--- config.mk ---
export PLATFORM = sky130hd
export DESIGN_NAME = uart_rx_fsm_flat
export DESIGN_NICKNAME = d
export VERILOG_FILES = /design/src/rtl/uart_rx_pkg.sv /design/src/rtl/uart_rx_fsm_if.sv /design/src/rtl/uart_rx_fsm_edge_bit_counter.sv /design/src/rtl/uart_rx_fsm.sv /design/src/flat_wrapper.sv
export SDC_FILE = /design/constraint.sdc
export NUM_CORES = 1
export LEC_CHECK = 0
export CELL_PAD_IN_SITES_DETAIL_PLACEMENT = 1
export CELL_PAD_IN_SITES_GLOBAL_PLACEMENT = 2
export CORE_MARGIN = 10
export CORE_UTILIZATION = 33
export DETAILED_ROUTE_END_ITERATION = 10
export GPL_ROUTABILITY_DRIVEN = 0
export GPL_TIMING_DRIVEN = 0
export PLACE_DENSITY_LB_ADDON = 0.1
export SETUP_SLACK_MARGIN = 0.4
export SLEW_MARGIN = 20
export SYNTH_ARGS = -nofsm -noshare
export SYNTH_HDL_FRONTEND = slang
export SYNTH_SLANG_ARGS = --single-unit
export TNS_END_PERCENT = 30
--- constraint.sdc ---
create_clock -name CLK -period 5.87 [get_ports CLK]
set_clock_uncertainty 0.05 [all_clocks]
set_input_delay 1.174 -clock CLK [delete_from_list [all_inputs] [get_ports CLK]]
set_output_delay 1.174 -clock CLK [all_outputs]
set_load 0.05 [all_outputs]
--- src/rtl/uart_rx_pkg.sv ---
// uart_rx_pkg
//   Shared definitions for the UART receive path: frame-controller state
//   encoding and the bit_cnt landmarks used to index the frame.
package uart_rx_pkg;

    // Frame controller states. Encodings 5..7 are unused and fall back to IDLE.
    typedef enum logic [2:0] {
        IDLE   = 3'd0,
        START  = 3'd1,
        DATA   = 3'd2,
        PARITY = 3'd3,
        STOP   = 3'd4
    } rx_state_t;

    // bit_cnt value while the start bit is on the line.
    localparam logic [3:0] BIT_START = 4'd0;

    // bit_cnt value of the bit that follows the last data bit
    // (parity when enabled, otherwise stop).
    function automatic logic [3:0] bit_par(input int unsigned data_w);
        return 4'(data_w + 1);
    endfunction

endpackage

--- src/rtl/uart_rx_fsm_if.sv ---
// uart_rx_fsm_if
//   Bundle between the UART frame controller and the RX datapath
//   (sampler, deserializer, start/parity/stop checkers).
//   master : frame controller - drives counters, enables, strobes, result pulses;
//            receives checker flags.
//   slave  : datapath side - the reverse directions.
//   Signals:
//     edge_cnt     oversampling edge within the current bit
//     bit_cnt      bit position within the frame
//     dat_samp_en  majority sampler enable
//     deser_en     deserializer write strobe
//     strt_chk_en / par_chk_en / stp_chk_en   checker strobes
//     data_valid / frame_error                frame result pulses
//     strt_glitch / par_err / stp_err         checker flags
interface uart_rx_fsm_if #(
    parameter int PRESCALE_W = 6
);
    logic [PRESCALE_W-1:0] edge_cnt;
    logic [3:0]            bit_cnt;
    logic                  dat_samp_en;
    logic                  deser_en;
    logic                  strt_chk_en;
    logic                  par_chk_en;
    logic                  stp_chk_en;
    logic                  data_valid;
    logic                  frame_error;
    logic                  strt_glitch;
    logic                  par_err;
    logic                  stp_err;

    modport master (
        output edge_cnt, bit_cnt, dat_samp_en, deser_en,
               strt_chk_en, par_chk_en, stp_chk_en,
               data_valid, frame_error,
        input  strt_glitch, par_err, stp_err
    );

    modport slave (
        input  edge_cnt, bit_cnt, dat_samp_en, deser_en,
               strt_chk_en, par_chk_en, stp_chk_en,
               data_valid, frame_error,
        output strt_glitch, par_err, stp_err
    );
endinterface

--- src/rtl/uart_rx_fsm_edge_bit_counter.sv ---
// edge_bit_counter
//   Oversampling edge counter and frame bit counter for the UART receiver.
//   Ports:
//     CLK       oversampling clock
//     RST       async active-low reset
//     en        count enable (frame in progress)
//     clr       synchronous clear of both counters, wins over en
//     prescale  oversampling ratio for the current frame
//     edge_cnt  0..prescale-1, wraps to 0
//     bit_cnt   increments on each edge_cnt wrap
module edge_bit_counter #(
    parameter int PRESCALE_W = 6
) (
    input  logic                  CLK,
    input  logic                  RST,
    input  logic                  en,
    input  logic                  clr,
    input  logic [PRESCALE_W-1:0] prescale,
    output logic [PRESCALE_W-1:0] edge_cnt,
    output logic [3:0]            bit_cnt
);

    logic last_edge;

    assign last_edge = (edge_cnt == prescale - 1'b1);

    always_ff @(posedge CLK or negedge RST) begin
        if (!RST) begin
            edge_cnt <= '0;
            bit_cnt  <= '0;
        end else if (clr) begin
            edge_cnt <= '0;
            bit_cnt  <= '0;
        end else if (en) begin
            if (last_edge) begin
                edge_cnt <= '0;
                bit_cnt  <= bit_cnt + 4'd1;
            end else begin
                edge_cnt <= edge_cnt + 1'b1;
            end
        end
    end

endmodule

--- src/rtl/uart_rx_fsm.sv ---
// uart_rx_fsm
//   Frame controller for the UART receiver. Tracks oversampling edges and bit
//   positions and sequences the sampler, deserializer, start/parity/stop
//   checkers and the data_valid / frame_error pulses.
//   Ports:
//     CLK       oversampling clock (Prescale x baud)
//     RST       async active-low reset
//     RX_IN     serial line, idle high
//     PAR_EN    frame carries a parity bit (latched at frame start)
//     Prescale  oversampling ratio 8/16/32 (latched at frame start)
//     bus       master side of uart_rx_fsm_if (counters, strobes, checker flags)
module uart_rx_fsm
    import uart_rx_pkg::*;
#(
    parameter int DATA_W     = 8,
    parameter int PRESCALE_W = 6
) (
    input  logic                  CLK,
    input  logic                  RST,
    input  logic                  RX_IN,
    input  logic                  PAR_EN,
    input  logic [PRESCALE_W-1:0] Prescale,
    uart_rx_fsm_if.master         bus
);

    localparam logic [3:0] BIT_LAST_DATA = 4'(DATA_W);

    rx_state_t             state_q;
    rx_state_t             state_d;
    logic [PRESCALE_W-1:0] prescale_q;
    logic                  par_en_q;
    logic                  err_q;

    logic [PRESCALE_W-1:0] edge_cnt;
    logic [3:0]            bit_cnt;
    logic [PRESCALE_W-1:0] strobe_edge;
    logic                  at_strobe;
    logic                  last_edge;
    logic                  frame_start;
    logic                  cnt_en;
    logic                  cnt_clr;
    logic                  frame_err;

    edge_bit_counter #(
        .PRESCALE_W (PRESCALE_W)
    ) u_counter (
        .CLK      (CLK),
        .RST      (RST),
        .en       (cnt_en),
        .clr      (cnt_clr),
        .prescale (prescale_q),
        .edge_cnt (edge_cnt),
        .bit_cnt  (bit_cnt)
    );

    // The sampler votes on edges H-1..H+1, so its result is usable at H+2.
    assign strobe_edge = (prescale_q >> 1) + PRESCALE_W'(2);
    assign at_strobe   = (edge_cnt == strobe_edge);
    assign last_edge   = (edge_cnt == prescale_q - 1'b1);

    always_comb begin
        state_d = state_q;
        case (state_q)
            IDLE:   if (!RX_IN)   state_d = START;
            START:  if (last_edge) state_d = bus.strt_glitch ? IDLE : DATA;
            DATA:   if (last_edge && bit_cnt == BIT_LAST_DATA)
                        state_d = par_en_q ? PARITY : STOP;
            PARITY: if (last_edge) state_d = STOP;
            STOP:   if (last_edge) state_d = RX_IN ? IDLE : START;
            default: state_d = IDLE;
        endcase
    end

    // A new frame begins either from IDLE or straight out of STOP
    // (back-to-back); both restart the counters and relatch the config.
    assign frame_start = (state_d == START) && (state_q != START);
    assign cnt_clr     = (state_d == IDLE) || frame_start;
    assign cnt_en      = (state_q != IDLE);

    always_ff @(posedge CLK or negedge RST) begin
        if (!RST) begin
            state_q    <= IDLE;
            prescale_q <= PRESCALE_W'(8);
            par_en_q   <= 1'b0;
            err_q      <= 1'b0;
        end else begin
            state_q <= state_d;
            if (frame_start) begin
                prescale_q <= Prescale;
                par_en_q   <= PAR_EN;
                err_q      <= 1'b0;
            end else if (state_q == PARITY && last_edge) begin
                err_q <= bus.par_err;
            end
        end
    end

    // Outputs are decoded from state and counters only; RX_IN never reaches them.
    assign frame_err = err_q | bus.stp_err;

    always_comb begin
        bus.edge_cnt    = edge_cnt;
        bus.bit_cnt     = bit_cnt;
        bus.dat_samp_en = (state_q != IDLE);
        bus.strt_chk_en = (state_q == START)  && at_strobe;
        bus.deser_en    = (state_q == DATA)   && at_strobe &&
                          (bit_cnt != BIT_START) && (bit_cnt < bit_par(DATA_W));
        bus.par_chk_en  = (state_q == PARITY) && at_strobe;
        bus.stp_chk_en  = (state_q == STOP)   && at_strobe;
        bus.data_valid  = (state_q == STOP)   && last_edge && !frame_err;
        bus.frame_error = (state_q == STOP)   && last_edge &&  frame_err;
    end

endmodule

--- src/flat_wrapper.sv ---
// flat-port wrapper written by rule: the top's interface ports become plain ports
module uart_rx_fsm_flat import uart_rx_pkg::*;
#(
    parameter int DATA_W     = 8,
    parameter int PRESCALE_W = 6
)
  (CLK, RST, RX_IN, PAR_EN, Prescale, bus_edge_cnt, bus_bit_cnt, bus_dat_samp_en, bus_deser_en, bus_strt_chk_en, bus_par_chk_en, bus_stp_chk_en, bus_data_valid, bus_frame_error, bus_strt_glitch, bus_par_err, bus_stp_err);
  uart_rx_fsm_if #(.PRESCALE_W(PRESCALE_W)) bus_i ();
  input  logic CLK;
  input  logic RST;
  input  logic RX_IN;
  input  logic PAR_EN;
  input  logic [PRESCALE_W-1:0] Prescale;
  output wire logic [$bits(bus_i.edge_cnt)-1:0] bus_edge_cnt;
  output wire logic [$bits(bus_i.bit_cnt)-1:0] bus_bit_cnt;
  output wire logic [$bits(bus_i.dat_samp_en)-1:0] bus_dat_samp_en;
  output wire logic [$bits(bus_i.deser_en)-1:0] bus_deser_en;
  output wire logic [$bits(bus_i.strt_chk_en)-1:0] bus_strt_chk_en;
  output wire logic [$bits(bus_i.par_chk_en)-1:0] bus_par_chk_en;
  output wire logic [$bits(bus_i.stp_chk_en)-1:0] bus_stp_chk_en;
  output wire logic [$bits(bus_i.data_valid)-1:0] bus_data_valid;
  output wire logic [$bits(bus_i.frame_error)-1:0] bus_frame_error;
  input wire logic [$bits(bus_i.strt_glitch)-1:0] bus_strt_glitch;
  input wire logic [$bits(bus_i.par_err)-1:0] bus_par_err;
  input wire logic [$bits(bus_i.stp_err)-1:0] bus_stp_err;
  assign bus_edge_cnt = bus_i.edge_cnt;
  assign bus_bit_cnt = bus_i.bit_cnt;
  assign bus_dat_samp_en = bus_i.dat_samp_en;
  assign bus_deser_en = bus_i.deser_en;
  assign bus_strt_chk_en = bus_i.strt_chk_en;
  assign bus_par_chk_en = bus_i.par_chk_en;
  assign bus_stp_chk_en = bus_i.stp_chk_en;
  assign bus_data_valid = bus_i.data_valid;
  assign bus_frame_error = bus_i.frame_error;
  assign bus_i.strt_glitch = bus_strt_glitch;
  assign bus_i.par_err = bus_par_err;
  assign bus_i.stp_err = bus_stp_err;
  uart_rx_fsm #(.DATA_W(DATA_W), .PRESCALE_W(PRESCALE_W)) u_core (.CLK(CLK), .RST(RST), .RX_IN(RX_IN), .PAR_EN(PAR_EN), .Prescale(Prescale), .bus(bus_i));
endmodule
==> impl_metrics.csv <==
group,metric,value,unit
clocking,cts-root-buf,"clkbuf_8",
route,via_per_inst,5.06,
logic_synthesis,ys_types,37,
route,wl_met1,1.85,mm
placement,place_area,1780,µm²
logic_synthesis,synth_top_area_cell,"dfrtp_1",
floorplan,initial_utilization,35.0,%
final_layout,drive_above_1_share,13.0,%
final_layout,final_cell_mix,"clkdlybuf4s50_1 (28), dfrtp_1 (20), nor2_1 (14)",
route,drc,0,
route,first_pass_iters,6,
route,top_layer,"met4",
sta,max_freq,232,MHz
logic_synthesis,async_flop_share,100,%
logic_synthesis,avgSynthCellArea,9.46,µm²
logic_synthesis,synth_cells,151,
final_layout,multiInputGateArea,820,µm²
floorplan,core,4090,µm²
grt,grt_pass1_vias,1381,
logic_synthesis,yosysWarningCount,0,
pwr,p_sw_share,23.9,%
floorplan,fp.dieH,85.8,µm
sta,setup_viol,0,
placement,place_hpwl,3.19,mm
clocking,cts_made_buffers,3,
grt,grt_max_degree,22,
critical_path,crit_type,"reg2out",
clocking,cts_tree,"yes",
pwr,p_clk_share,40.5,%
clocking,clockBufferDepth,2,
floorplan,num_rows,23,
floorplan,chipWidth,85.8,µm
logic_synthesis,ys_seq_area_share,36.9,%
sta,grt_setup_unrepaired,"no",
critical_path,crit_fanout,4,
sta,fin_crit,4310,ps
route,finalWirelength,4.07,mm
sta,max_slew_margin,65.9,%
clocking,cts.clk_slew.worst_paths,90,ps
placement,dp.cells,230,
route,drt-initial-drc-count,35,
clocking,cts_max_level,1,
grt,grt_pass1_wl,7.14,mm
final_layout,finalInstanceArea,1830,µm²
final_layout,diodes,0,
clocking,post_cts_resized,0,
final_layout,nFillCells,482,
outcome,status,"finished, final reports clean",
pwr,finalPower,262,µW
pwr,p_leak,0.000769,µW
critical_path,cp.arrival,3080,ps
route,ant_nets,0,
sta,holdWs,508,ps
final_layout,final_common_cell,"clkdlybuf4s50_1",
pwr,switchingPower,62.8,µW
placement,io_buffers,29,
critical_path,r2r_slack,3420,ps
pwr,pwr-share-seq,55.1,%
clocking,post-cts-setup-buffer-count,0,
clocking,ctsHoldBuffers,0,
logic_synthesis,ys.flop_type,"dfrtp_1",
sta,totalNegativeSetupSlack,0,ps
logic_synthesis,synth_seq_cells,21,
critical_path,cp.required,4650,ps
pwr,p_int,200,µW
min_path,min_path_type,"reg2reg",
pwr,peakVddDrop,113,µV
grt,grt_overflow,0,
final_layout,regArea,527,µm²
floorplan,boundaryPins,30,
logic_synthesis,syn-cell-area,1430,µm²
pwr,p_per_area,144,nW/µm²
final_layout,syn2layout_area_growth,27.8,%
route,vias,1183,
flow_run,maxCapViolations,0,
grt,antenna_found_initial,0,
logic_synthesis,synth_edf_count,0,
sta,final.period_utilization,73.4,%
sta,slew_violations,0,
pwr,power_frac_comb,4.4,%
route,wl_met2,1.98,mm
clocking,clkSinkCount,21,
grt,grt.total_usage,12.0,%
sta,tightestPinTransition,506,ps
final_layout,nets,205,
sta,hold_violations,0,
floorplan,dieArea,7360,µm²
route,met3_length,198,µm
logic_synthesis,synthTopCellsByArea,"dfrtp_1 (35%), xnor2_1 (8.0%), mux2_4 (7.4%), ha_1 (6.1%), xor2_1 (4.3%)",
logic_synthesis,syn_nets,171,
final_layout,instances_no_fill,234,
critical_path,cp-start-kind,"flop",
route,wl_per_cell,17.4,µm
clocking,clock_latency,270,ps
logic_synthesis,synth_top_area_share,35.0,%
critical_path,worst_setup_path_end_kind,"output pin",
[power by group through the flow]
stage / logic [µW] / registers, µW / clock network [µW]
2_1_floorplan: 0.555 / 147 / 0
4_1_cts: 12.3 / 145 / 109
3_3_place_gp: 11.7 / 147 / 0
5_1_grt: 12.8 / 145 / 117
6_report: 11.5 / 145 / 106
3_5_place_dp: 12.2 / 147 / 0
[synth_stat cells, types with 4 or more instances]
| library cell | n |
|---|---|
| dfrtp_1 | 20 |
| ha_1 | 7 |
| inv_1 | 9 |
| mux2_4 | 7 |
| nand2_1 | 13 |
| nand3_1 | 9 |
| nor2_1 | 14 |
| nor2b_1 | 4 |
| nor3_1 | 5 |
| o21ai_0 | 5 |
| xnor2_1 | 13 |
| xor2_1 | 7 |
[final timing paths]
kind                                                    startpoint                                 endpoint  depth (start not counted)
max in group asynchronous                                      RST         u_core.prescale_q[3]$_DFFE_PN1P_                          1
max reg2reg                       u_core.prescale_q[3]$_DFFE_PN1P_         u_core.prescale_q[0]$_DFFE_PN0P_                          9
min                        u_core.u_counter.bit_cnt[3]$_DFFE_PN0P_  u_core.u_counter.bit_cnt[3]$_DFFE_PN0P_                          1
max                               u_core.prescale_q[0]$_DFFE_PN0P_                           bus_data_valid                          8
min reg2reg                u_core.u_counter.bit_cnt[3]$_DFFE_PN0P_  u_core.u_counter.bit_cnt[3]$_DFFE_PN0P_                          1
min in group asynchronous                                      RST         u_core.prescale_q[5]$_DFFE_PN0P_                          1
[flip-flops by register name, summed over array words and instances (netlist names)]
register                   cells
u_core.prescale_q              6
u_core.u_counter.edge_cnt      6
u_core.u_counter.bit_cnt       4
u_core.state_q                 3
u_core.err_q                   1
u_core.par_en_q                1
[kinds of logic after synthesis]
logic type / share of synthesized area [%]
and+or+nand+nor: 20.4
xor gates and xnor gates: 12.3
DFF: 36.9
AOI/OAI and AO/OA: 10.5
muxes: 8.06
adders and majority gates: 6.13
buffers and inverters: 5.78
[worst max-delay path, stage by stage, from the launching register on]
cell	delay, ps
dfrtp_1	440
inv_1	70
ha_1	230
nand2b_1	180
a21o_1	200
a21oi_1	290
nand3_1	230
nor4_1	300
clkdlybuf4s50_1	860
[through the flow]
stage | utilization, % | setup slack (ps)
6_report | 44.7 | 1560
5_1_grt | 44.7 | 1290
4_1_cts | 44.8 | 1510
3_5_place_dp | 43.6 | 1820
3_3_place_gp | 43.6 | 1870
2_1_floorplan | - | 1570
[area by class of cell]
cell class                      instances  area share, %
Multi-Input combinational cell        113           44.9
Sequential cell                        21           28.9
Timing Repair Buffer                   29           15.6
Tap cell                               50           3.43
Buffer                                  8           2.67
Clock buffer                            3           2.26
Inverter                                9           1.85
Clock inverter                          1          0.411
[routing by layer]
layer | global-route usage (%) | vias up
met3 | 4.07 | 5
met4 | 1.95 | 0
met2 | 20.6 | 27
li1 | - | 578
met5 | 0 | -
met1 | 14.3 | 573
No activity file was read; power rests on OpenSTA's default activity.
